### config.mk
export PLATFORM = sky130hd
export DESIGN_NAME = mem_stage_access_unit
export DESIGN_NICKNAME = d
export VERILOG_FILES = /design/src/rtl/mem_stage_access_unit.sv
export SDC_FILE = /design/constraint.sdc
export NUM_CORES = 1
export LEC_CHECK = 0
export CELL_PAD_IN_SITES_DETAIL_PLACEMENT = 1
export CELL_PAD_IN_SITES_GLOBAL_PLACEMENT = 1
export CORE_MARGIN = 1.5
export CORE_UTILIZATION = 29
export DETAILED_ROUTE_END_ITERATION = 6
export HOLD_SLACK_MARGIN = 0.15
export MAX_ROUTING_LAYER = met4
export PLACE_DENSITY = 0.82
export SYNTH_ARGS = -nofsm -noshare
export SYNTH_HDL_FRONTEND = slang
export SYNTH_SLANG_ARGS = --single-unit
### constraint.sdc
create_clock -name clk -period 5.7 [get_ports clk]
set_input_delay 1.71 -clock clk [delete_from_list [all_inputs] [get_ports clk]]
set_output_delay 1.71 -clock clk [all_outputs]
set_load 0.02 [all_outputs]
### src/rtl/mem_stage_access_unit.sv
// MEM-stage load/store unit: redirect resolve, req/ack data-memory access, load extension.
// Latency 1 cycle for non-memory ops, 2+N for a memory op acked after N waits; stalls upstream while the access is open.
// MEM_MISALIGN_TRAP_EN: defined traps misaligned/illegal ops without touching memory; undefined forces natural alignment.
module mem_stage_access_unit #(
  parameter int TIMEOUT = 15
) (
  input  logic        clk,
  input  logic        reset,
  input  logic        valid_in,
  input  logic        mem_read_in,
  input  logic        mem_write_in,
  input  logic        branch_in,
  input  logic        force_jump_in,
  input  logic        zero_in,
  input  logic [31:0] jump_pc_in,
  input  logic [2:0]  instruction_func_in,
  input  logic [31:0] alu_result_in,
  input  logic [31:0] write_data_in,
  output logic        pc_src_out,
  output logic [31:0] jump_pc_out,
  output logic        stall_out,
  output logic        valid_out,
  output logic [31:0] read_data_out,
  output logic        misaligned_out,
  output logic        bus_error_out,
  output logic        dmem_req,
  output logic        dmem_we,
  output logic [31:0] dmem_addr,
  output logic [3:0]  dmem_be,
  output logic [31:0] dmem_wdata,
  input  logic [31:0] dmem_rdata,
  input  logic        dmem_ack
);

  localparam logic [1:0] ST_IDLE   = 2'd0;
  localparam logic [1:0] ST_ACCESS = 2'd1;
  localparam logic [1:0] ST_ERROR  = 2'd2;
  localparam int CNT_W = $clog2(TIMEOUT + 1);

  logic [1:0]       state;
  logic [CNT_W-1:0] wait_cnt;
  logic [31:0]      addr_q;
  logic [31:0]      wdata_q;
  logic [3:0]       be_q;
  logic             we_q;
  logic [1:0]       size_q;
  logic [1:0]       lane_q;
  logic             unsigned_q;
  logic             valid_q;
  logic [31:0]      rdata_q;

  logic        is_mem;
  logic        bad_f3;
  logic [1:0]  size_eff;
  logic [31:0] addr_nat;
  logic [1:0]  lane;
  logic [3:0]  be_nat;
  logic [31:0] wdata_nat;
  logic        trap;
  logic        accept;
  logic [31:0] shifted;
  logic [31:0] load_ext;

  assign pc_src_out  = valid_in & (force_jump_in | (branch_in & zero_in));
  assign jump_pc_out = jump_pc_in;

  assign is_mem = valid_in & (mem_read_in | mem_write_in);
  // Unsigned variants exist only for byte/half loads; anything else with funct3[2] set is illegal.
  assign bad_f3 = (instruction_func_in[1:0] == 2'b11) |
                  (instruction_func_in[2] & ((instruction_func_in[1:0] == 2'b10) | mem_write_in));
  assign size_eff = bad_f3 ? 2'b10 : instruction_func_in[1:0];

  always_comb begin
    addr_nat  = alu_result_in;
    be_nat    = 4'b1111;
    wdata_nat = write_data_in;
    case (size_eff)
      2'b00: addr_nat = alu_result_in;
      2'b01: addr_nat = {alu_result_in[31:1], 1'b0};
      default: addr_nat = {alu_result_in[31:2], 2'b00};
    endcase
    case (size_eff)
      2'b00: begin
        be_nat    = 4'b0001 << lane;
        wdata_nat = {4{write_data_in[7:0]}};
      end
      2'b01: begin
        be_nat    = 4'b0011 << lane;
        wdata_nat = {2{write_data_in[15:0]}};
      end
      default: begin
        be_nat    = 4'b1111;
        wdata_nat = write_data_in;
      end
    endcase
  end

  assign lane = addr_nat[1:0];

`ifdef MEM_MISALIGN_TRAP_EN
  // An access is misaligned exactly when natural alignment would have moved its address.
  assign trap = is_mem & (bad_f3 | (mem_read_in & mem_write_in) | (addr_nat != alu_result_in));
`else
  assign trap = 1'b0;
`endif

  assign accept = (state == ST_IDLE) & ~reset & is_mem & ~trap;

  assign shifted = dmem_rdata >> {lane_q, 3'b000};

  always_comb begin
    load_ext = dmem_rdata;
    case (size_q)
      2'b00:   load_ext = {{24{~unsigned_q & shifted[7]}}, shifted[7:0]};
      2'b01:   load_ext = {{16{~unsigned_q & shifted[15]}}, shifted[15:0]};
      default: load_ext = dmem_rdata;
    endcase
  end

  always_ff @(posedge clk or posedge reset) begin
    if (reset) begin
      state      <= ST_IDLE;
      wait_cnt   <= '0;
      addr_q     <= '0;
      wdata_q    <= '0;
      be_q       <= '0;
      we_q       <= 1'b0;
      size_q     <= '0;
      lane_q     <= '0;
      unsigned_q <= 1'b0;
      valid_q    <= 1'b0;
      rdata_q    <= '0;
    end else begin
      valid_q <= 1'b0;
      case (state)
        ST_IDLE: begin
          if (accept) begin
            addr_q     <= {addr_nat[31:2], 2'b00};
            lane_q     <= lane;
            be_q       <= be_nat;
            wdata_q    <= wdata_nat;
            we_q       <= mem_write_in & ~mem_read_in;
            size_q     <= size_eff;
            unsigned_q <= instruction_func_in[2];
            wait_cnt   <= '0;
            state      <= ST_ACCESS;
          end else if (valid_in) begin
            valid_q <= 1'b1;
            rdata_q <= '0;
          end
        end
        ST_ACCESS: begin
          if (dmem_ack) begin
            valid_q <= 1'b1;
            rdata_q <= we_q ? 32'd0 : load_ext;
            state   <= ST_IDLE;
          end else if (wait_cnt == CNT_W'(TIMEOUT - 1)) begin
            state <= ST_ERROR;
          end else begin
            wait_cnt <= wait_cnt + CNT_W'(1);
          end
        end
        ST_ERROR: state <= ST_ERROR;
        default:  state <= ST_IDLE;
      endcase
    end
  end

`ifdef MEM_MISALIGN_TRAP_EN
  logic mis_q;
  always_ff @(posedge clk or posedge reset) begin
    if (reset) begin
      mis_q <= 1'b0;
    end else begin
      mis_q <= (state == ST_IDLE) & trap;
    end
  end
  assign misaligned_out = mis_q;
`else
  assign misaligned_out = 1'b0;
`endif

  assign dmem_req      = (state == ST_ACCESS);
  assign dmem_we       = we_q;
  assign dmem_addr     = addr_q;
  assign dmem_be       = be_q;
  assign dmem_wdata    = wdata_q;
  assign stall_out     = accept | ((state == ST_ACCESS) & ~dmem_ack) | (state == ST_ERROR);
  assign bus_error_out = (state == ST_ERROR);
  assign valid_out     = valid_q;
  assign read_data_out = rdata_q;

endmodule

== Yosys cells after proc, flatten, opt, wreduce, memory -nomap -nowiden ==
Index checks and enable logic that the tools add are counted.
W data, S select, Z words.

* Flip-flop bits (word level): 111
* Input port bits: 140
* Output and inout bits: 139
* Word-level logic and storage cells: 79

* $add $sub $neg: 1
* Eq/ne operators: 14
* Shift-type cells: 3
* Mux-type cells: 22
* Bitwise operators: 20
* Reduce and logical (&&, ||, !) cells: 8

{| class="wikitable"
|+ Operator list
! operator !! number
|-
| $pmux W32 S2 || 3
|-
| $mux W32 || 4
|-
| $shr A32 B5 Y16 || 1
|-
| $pmux W4 S2 || 2
|-
| $mux W4 || 3
|-
| $and A1 B1 Y1 || 10
|-
| $ne A2 B2 Y1 const B || 5
|-
| $mux W2 || 4
|-
| $reduce_and A4 Y1 || 2
|-
| $eq A2 B1 Y1 const B || 3
|-
| $eq A2 B2 Y1 const B || 3
|-
| $logic_not A2 Y1 || 3
|-
| $or A1 B1 Y1 || 6
|-
| $pmux W2 S3 || 1
|-
| $add A4 B1 Y4 const B || 1
|-
| $eq A4 B4 Y1 const B || 1
|-
| $not A1 Y1 || 4
|-
| $pmux W2 S2 || 1
|-
| $reduce_and A2 Y1 || 2
|-
| $shl A1 B2 Y4 const A || 1
|-
| $shl A2 B2 Y4 const A || 1
|-
| $mux W1 || 3
|-
| $ne A3 B1 Y1 const B || 1
|-
| $ne A2 B1 Y1 const B || 1
|-
| other kinds (2) || 2
|}

== Longest topological paths before layout ==
* Depth in word-level cells: 9
* Depth in mapped cells: 6
* Depth with buffers taken out: 6

== Worst setup path before layout ==
No wires, ideal clock.

* Path type: input to output
* Start: input mem_write_in
* End: output stall_out
* Arrival time: 2.837 ns
* Data required time: 3.990 ns
* Setup slack: 1.153 ns
* Stages: 5
* Path buffers: 2
* Cells stage by stage: or2_2 nand2_1 buf_2 clkbuf_1 nand3_1

* Longest elaborated chain between the ends: 5

{| class="wikitable"
|+ RTL lines
! element !! line !! RTL
|-
| start, declared || 11 || <nowiki>input logic mem_write_in,</nowiki>
|-
| $or A1 B1 Y1 || 67 || <nowiki>assign is_mem = valid_in & (mem_read_in | mem_write_in);</nowiki>
|-
| $and A1 B1 Y1 || 67 ||
|-
| $and A1 B1 Y1 || 107 || <nowiki>assign accept = (state == ST_IDLE) & ~reset & is_mem & ~trap;</nowiki>
|-
| $or A1 B1 Y1 (2 in series) || 188 || <nowiki>assign stall_out = accept | ((state == ST_ACCESS) & ~dmem_ack) | (state == ST_ERROR);</nowiki>
|-
| end, declared || 21 || <nowiki>output logic stall_out,</nowiki>
|}

Every way passes these cells.

== Final worst setup path ==
* Start: input valid_in
* End: output stall_out

* Longest elaborated chain between the ends: 4

{| class="wikitable"
|+ RTL lines
! element !! line !! RTL
|-
| start, declared || 9 || <nowiki>input logic valid_in,</nowiki>
|-
| $and A1 B1 Y1 || 67 ||
|-
| $and A1 B1 Y1 || 107 ||
|-
| $or A1 B1 Y1 (2 in series) || 188 ||
|}

Every way passes these cells.

==> key figures <==
Power
  – Leak pwr: approximately 3.5 nW
  – Peak VDD IR: between 0.15 and 0.2 mV
  – Switching component of the power: roughly 1.1 mW
  – Combinational power share: 40.3%
  – P_int: ~2.0 mW
  – PD cells: roughly 400 nW/um^2
  – Clock Power Share: approximately a fifth
  – Sequential Power Share: 38.4%
  – Pwr Total: roughly 3.1 mW
  – Switching Fraction: 36.5%

Route
  – DRT iter0 DRCs: about 200
  – Vias: 4755
  – Drt drc: 17
  – Via density: 4.92
  – Wire per inst: around 18 um
  – Final antenna-violating net count: 0
  – First-pass DRT Iterations: 6
  – WL final: 17.7 mm

Finish
  – Ratio of cells with drive above 1 in the final layout: under 10%
  – Design area: 7750 um^2
  – Post-route insts no fill: between 900 and 1000
  – Final #Nets: about 870
  – Final Util: 42.7%
  – P&R area growth vs syn: 43.1%

Yosys
  – Synth warnings: 0
  – Xor/xnor share of the synthesized area: less than 1%
  – Largest area contributor in the netlist: dfrtp_1
  – Synthesized area: ~5400 um^2
  – Post-Synth Adder-Cell Area: less than 1%
  – Synth top area share: roughly half
  – Simple logic cell fraction of the synthesized area: between 10% and 20%
  – Async SR Flop Fraction: 100%
  – Syn_area_per_cell: between 9 and 10 um^2
  – Largest family of logic cells by synthesized area: simple AND/OR/NAND/NOR gates
  – Dominant synthesized flop cell: dfrtp_1
  – Compound-Gate Fraction of Synth Area: 14.7%
  – Sequential element share of the synthesized area: 51.3%
  – Synth area leaders: dfrtp_1 (51%), nand2_1 (14%), mux2i_1 (6.1%)
  – Number of synthesized flops with an enable pin: 0
  – Synth unique cells: 46
  – Mux share of post-synthesis cell area: around 6.7%
  – Post-Syn Instances: between 500 and 600
  – #FFs+latches synth: roughly 110

Setup path
  – Worst EP arrival: approximately 3.4 ns
  – Register-to-Register Setup Slack: between 3 and 4 ns
  – FF-to-FF path depth: 3
  – Element type at the critical path end: output pin
  – Worst-path fanout max: 5
  – Critical path required time: around 4.0 ns
  – WS Path Type: in -> out
  – Most used cell, CP: clkdlybuf4s50_1
  – Crit path cell chain: clkdlybuf4s50_1 > nor4b_4 > nand2_4 > nand3_1 > clkdlybuf4s50_1
  – Crit start category: input port
  – Critical-path cell with the highest stage delay: clkdlybuf4s50_1
  – Worst path max stage delay: around 0.60 ns

Place
  – Hpwl dp: approximately 13 mm
  – IO Port Bufs: 211
  – Placed Instances: between 900 and 1000
  – Placement Cell Area: roughly 7400 um^2
  – Final GP Congestion: around 0.84
  – Worst slack, placed: 0.515 ns

Clock network
  – H-tree depth: 3
  – CTS Root Cell: clkbuf_16
  – CTS Hold Bufs: 0
  – Worst-path clk slew: about 0.080 ns
  – CTS tree: built
  – Clock latency on the worst-skew pair: 0.34 ns
  – Clock buffer depth: 2
  – CTS-repair resized insts: 0
  – Post-CTS Setup Bufs: 0
  – TritonCTS Sinks: about 110
  – TritonCTS buffer count: 9

Floorplan
  – Floorplan die width: 140 um
  – Core area: roughly 18000 um^2
  – Die ar.: about 20000 um^2
  – Rows: 49
  – Io pins: about 280
  – Die span in y: about 140 um
  – Starting Density: about 30%

STA
  – Final setup fails: 0
  – Setup WS post-layout: approximately 0.57 ns
  – Min cycle time layout: approximately 5.1 ns
  – Max Clock Skew: 0.00706 ns
  – Final hold slack: between 0.4 and 0.5 ns
  – Fin. Hold Viols: 0
  – Setup total negative slack: 0 ns
  – Achievable Freq: approximately 190 MHz
  – RSZ-0062 raised after global routing: false
  – Least-Margin Pin Slew: 1.14 ns
  – Fin. max-slew vios: 0
  – Fraction of the cycle the final worst path needs: roughly 90%
  – Max-slew headroom: between 20% and 30%

Global routing
  – Largest net degree at the start of global routing: 94
  – First-pass GRT wire length: between 20 and 30 mm
  – GRT Overall Usage: 18.9%
  – Initial antenna violation count: 1
  – Vias in the first global route: between 4000 and 5000
  – Global route overflow: 0

Run status
  – Failing checks: DRC
  – Run status: finished with violations

Job
  – Max Cap Viol: 0

Hold path
  – WHS Path Cells: 2
  – Hold Crit Class: reg -> reg
==> kinds of logic (layout without fill, tap and decap cells) <==
logic type                 after synthesis  in the layout
AOI/OAI and AO/OA                      110            110
adders and majority gates                2              2
muxes                                   35             35
buffers and inverters                   82            241
other                                    1              4
DFF                                    111            111
and+or+nand+nor                        233            233
xor gates and xnor gates                 1              1
==> area by class of cell <==
class,instances,area [um^2]
Timing Repair Buffer,216,2150
Inverter,9,36.3
Sequential cell,111,2780
Antenna cell,1,2.50
Clock buffer,9,225
Clock inverter,7,80.1
Multi-Input combinational cell,384,2200
Tap cell,229,287
Fill cell,2081,10400
==> path summary, 6_finish.rpt <==
kind                                          start                       endpoint
max in group asynchronous                     reset  read_data_out[27]$_DFFE_PP0P_
min in group asynchronous                     reset       dmem_addr[7]$_DFFE_PP0P_
max                                        valid_in                      stall_out
min reg2reg                dmem_addr[8]$_DFFE_PP0P_       dmem_addr[8]$_DFFE_PP0P_
min                        dmem_addr[8]$_DFFE_PP0P_       dmem_addr[8]$_DFFE_PP0P_
max reg2reg                   lane_q[1]$_DFFE_PP0P_  read_data_out[22]$_DFFE_PP0P_
==> critical path, delay by kind of cell <==
family                 cells  cell delay, ns
buffers and inverters      2            1.16
AND/OR/NAND/NOR            3            0.56
==> power by group through the flow <==
stage               logic [mW]  clock network [mW]  registers [mW]
finish                    1.25               0.664            1.19
global route              1.35               0.714            1.23
CTS                       1.27               0.687            1.19
detailed placement        1.27                   0            1.21
global placement          1.24                   0            1.19
floorplan                0.383                   0            1.44
==> flip-flops by register name (all words and copies together) (netlist names) <==
name	flops
dmem_wdata	32
read_data_out	32
dmem_addr	30
dmem_be	4
wait_cnt	4
lane_q	2
size_q	2
state	2
dmem_we	1
unsigned_q	1
valid_out	1
==> cells in the final DEF, fill, tap and decap left out, types with 2 or more instances in the layout <==
| master | count |
|---|---|
| nor3b_1 | 3 |
| a31oi_1 | 3 |
| clkinv_4 | 2 |
| o31ai_1 | 6 |
| a21oi_1 | 6 |
| mux2i_1 | 33 |
| o21ai_0 | 38 |
| o211ai_1 | 3 |
| a22oi_1 | 16 |
| inv_1 | 8 |
| dfrtp_1 | 111 |
| clkdlybuf4s50_1 | 211 |
| nor2b_1 | 4 |
| o41ai_1 | 2 |
| ha_1 | 2 |
| conb_1 | 3 |
| clkbuf_16 | 9 |
| o21bai_1 | 2 |
| nand3_1 | 5 |
| nor2_1 | 13 |
| a22o_1 | 7 |
| o22ai_1 | 6 |
| nand2b_1 | 3 |
| nand2_1 | 194 |
| o2bb2ai_1 | 7 |
| a221oi_2 | 7 |
| buf_4 | 5 |
==> routing by layer <==
metal | track usage (%) | part of all wire, %
met1 | 24.3 | 44
met4 | 5.60 | 1.1
met5 | - | 0
met3 | 5.78 | 8.2
met2 | 28.8 | 46
==> cell usage after synthesis, types with 2 or more instances <==
| cell type | number |
|---|---|
| nand2b_1 | 3 |
| o31ai_1 | 6 |
| nor2_1 | 13 |
| o2bb2ai_1 | 7 |
| buf_2 | 19 |
| a22oi_1 | 16 |
| a22o_1 | 7 |
| buf_4 | 35 |
| o21bai_1 | 2 |
| o21ai_0 | 38 |
| a21oi_1 | 7 |
| o41ai_1 | 2 |
| nor2b_1 | 4 |
| and2_1 | 2 |
| nand2_1 | 195 |
| inv_1 | 9 |
| ha_1 | 2 |
| nor3b_1 | 3 |
| a31oi_1 | 3 |
| nand3_1 | 5 |
| o211ai_1 | 3 |
| o22ai_1 | 6 |
| clkbuf_1 | 17 |
| mux2i_1 | 33 |
| dfrtp_1 | 111 |
| a221oi_2 | 7 |
No activity file was read; power rests on OpenSTA's default activity.
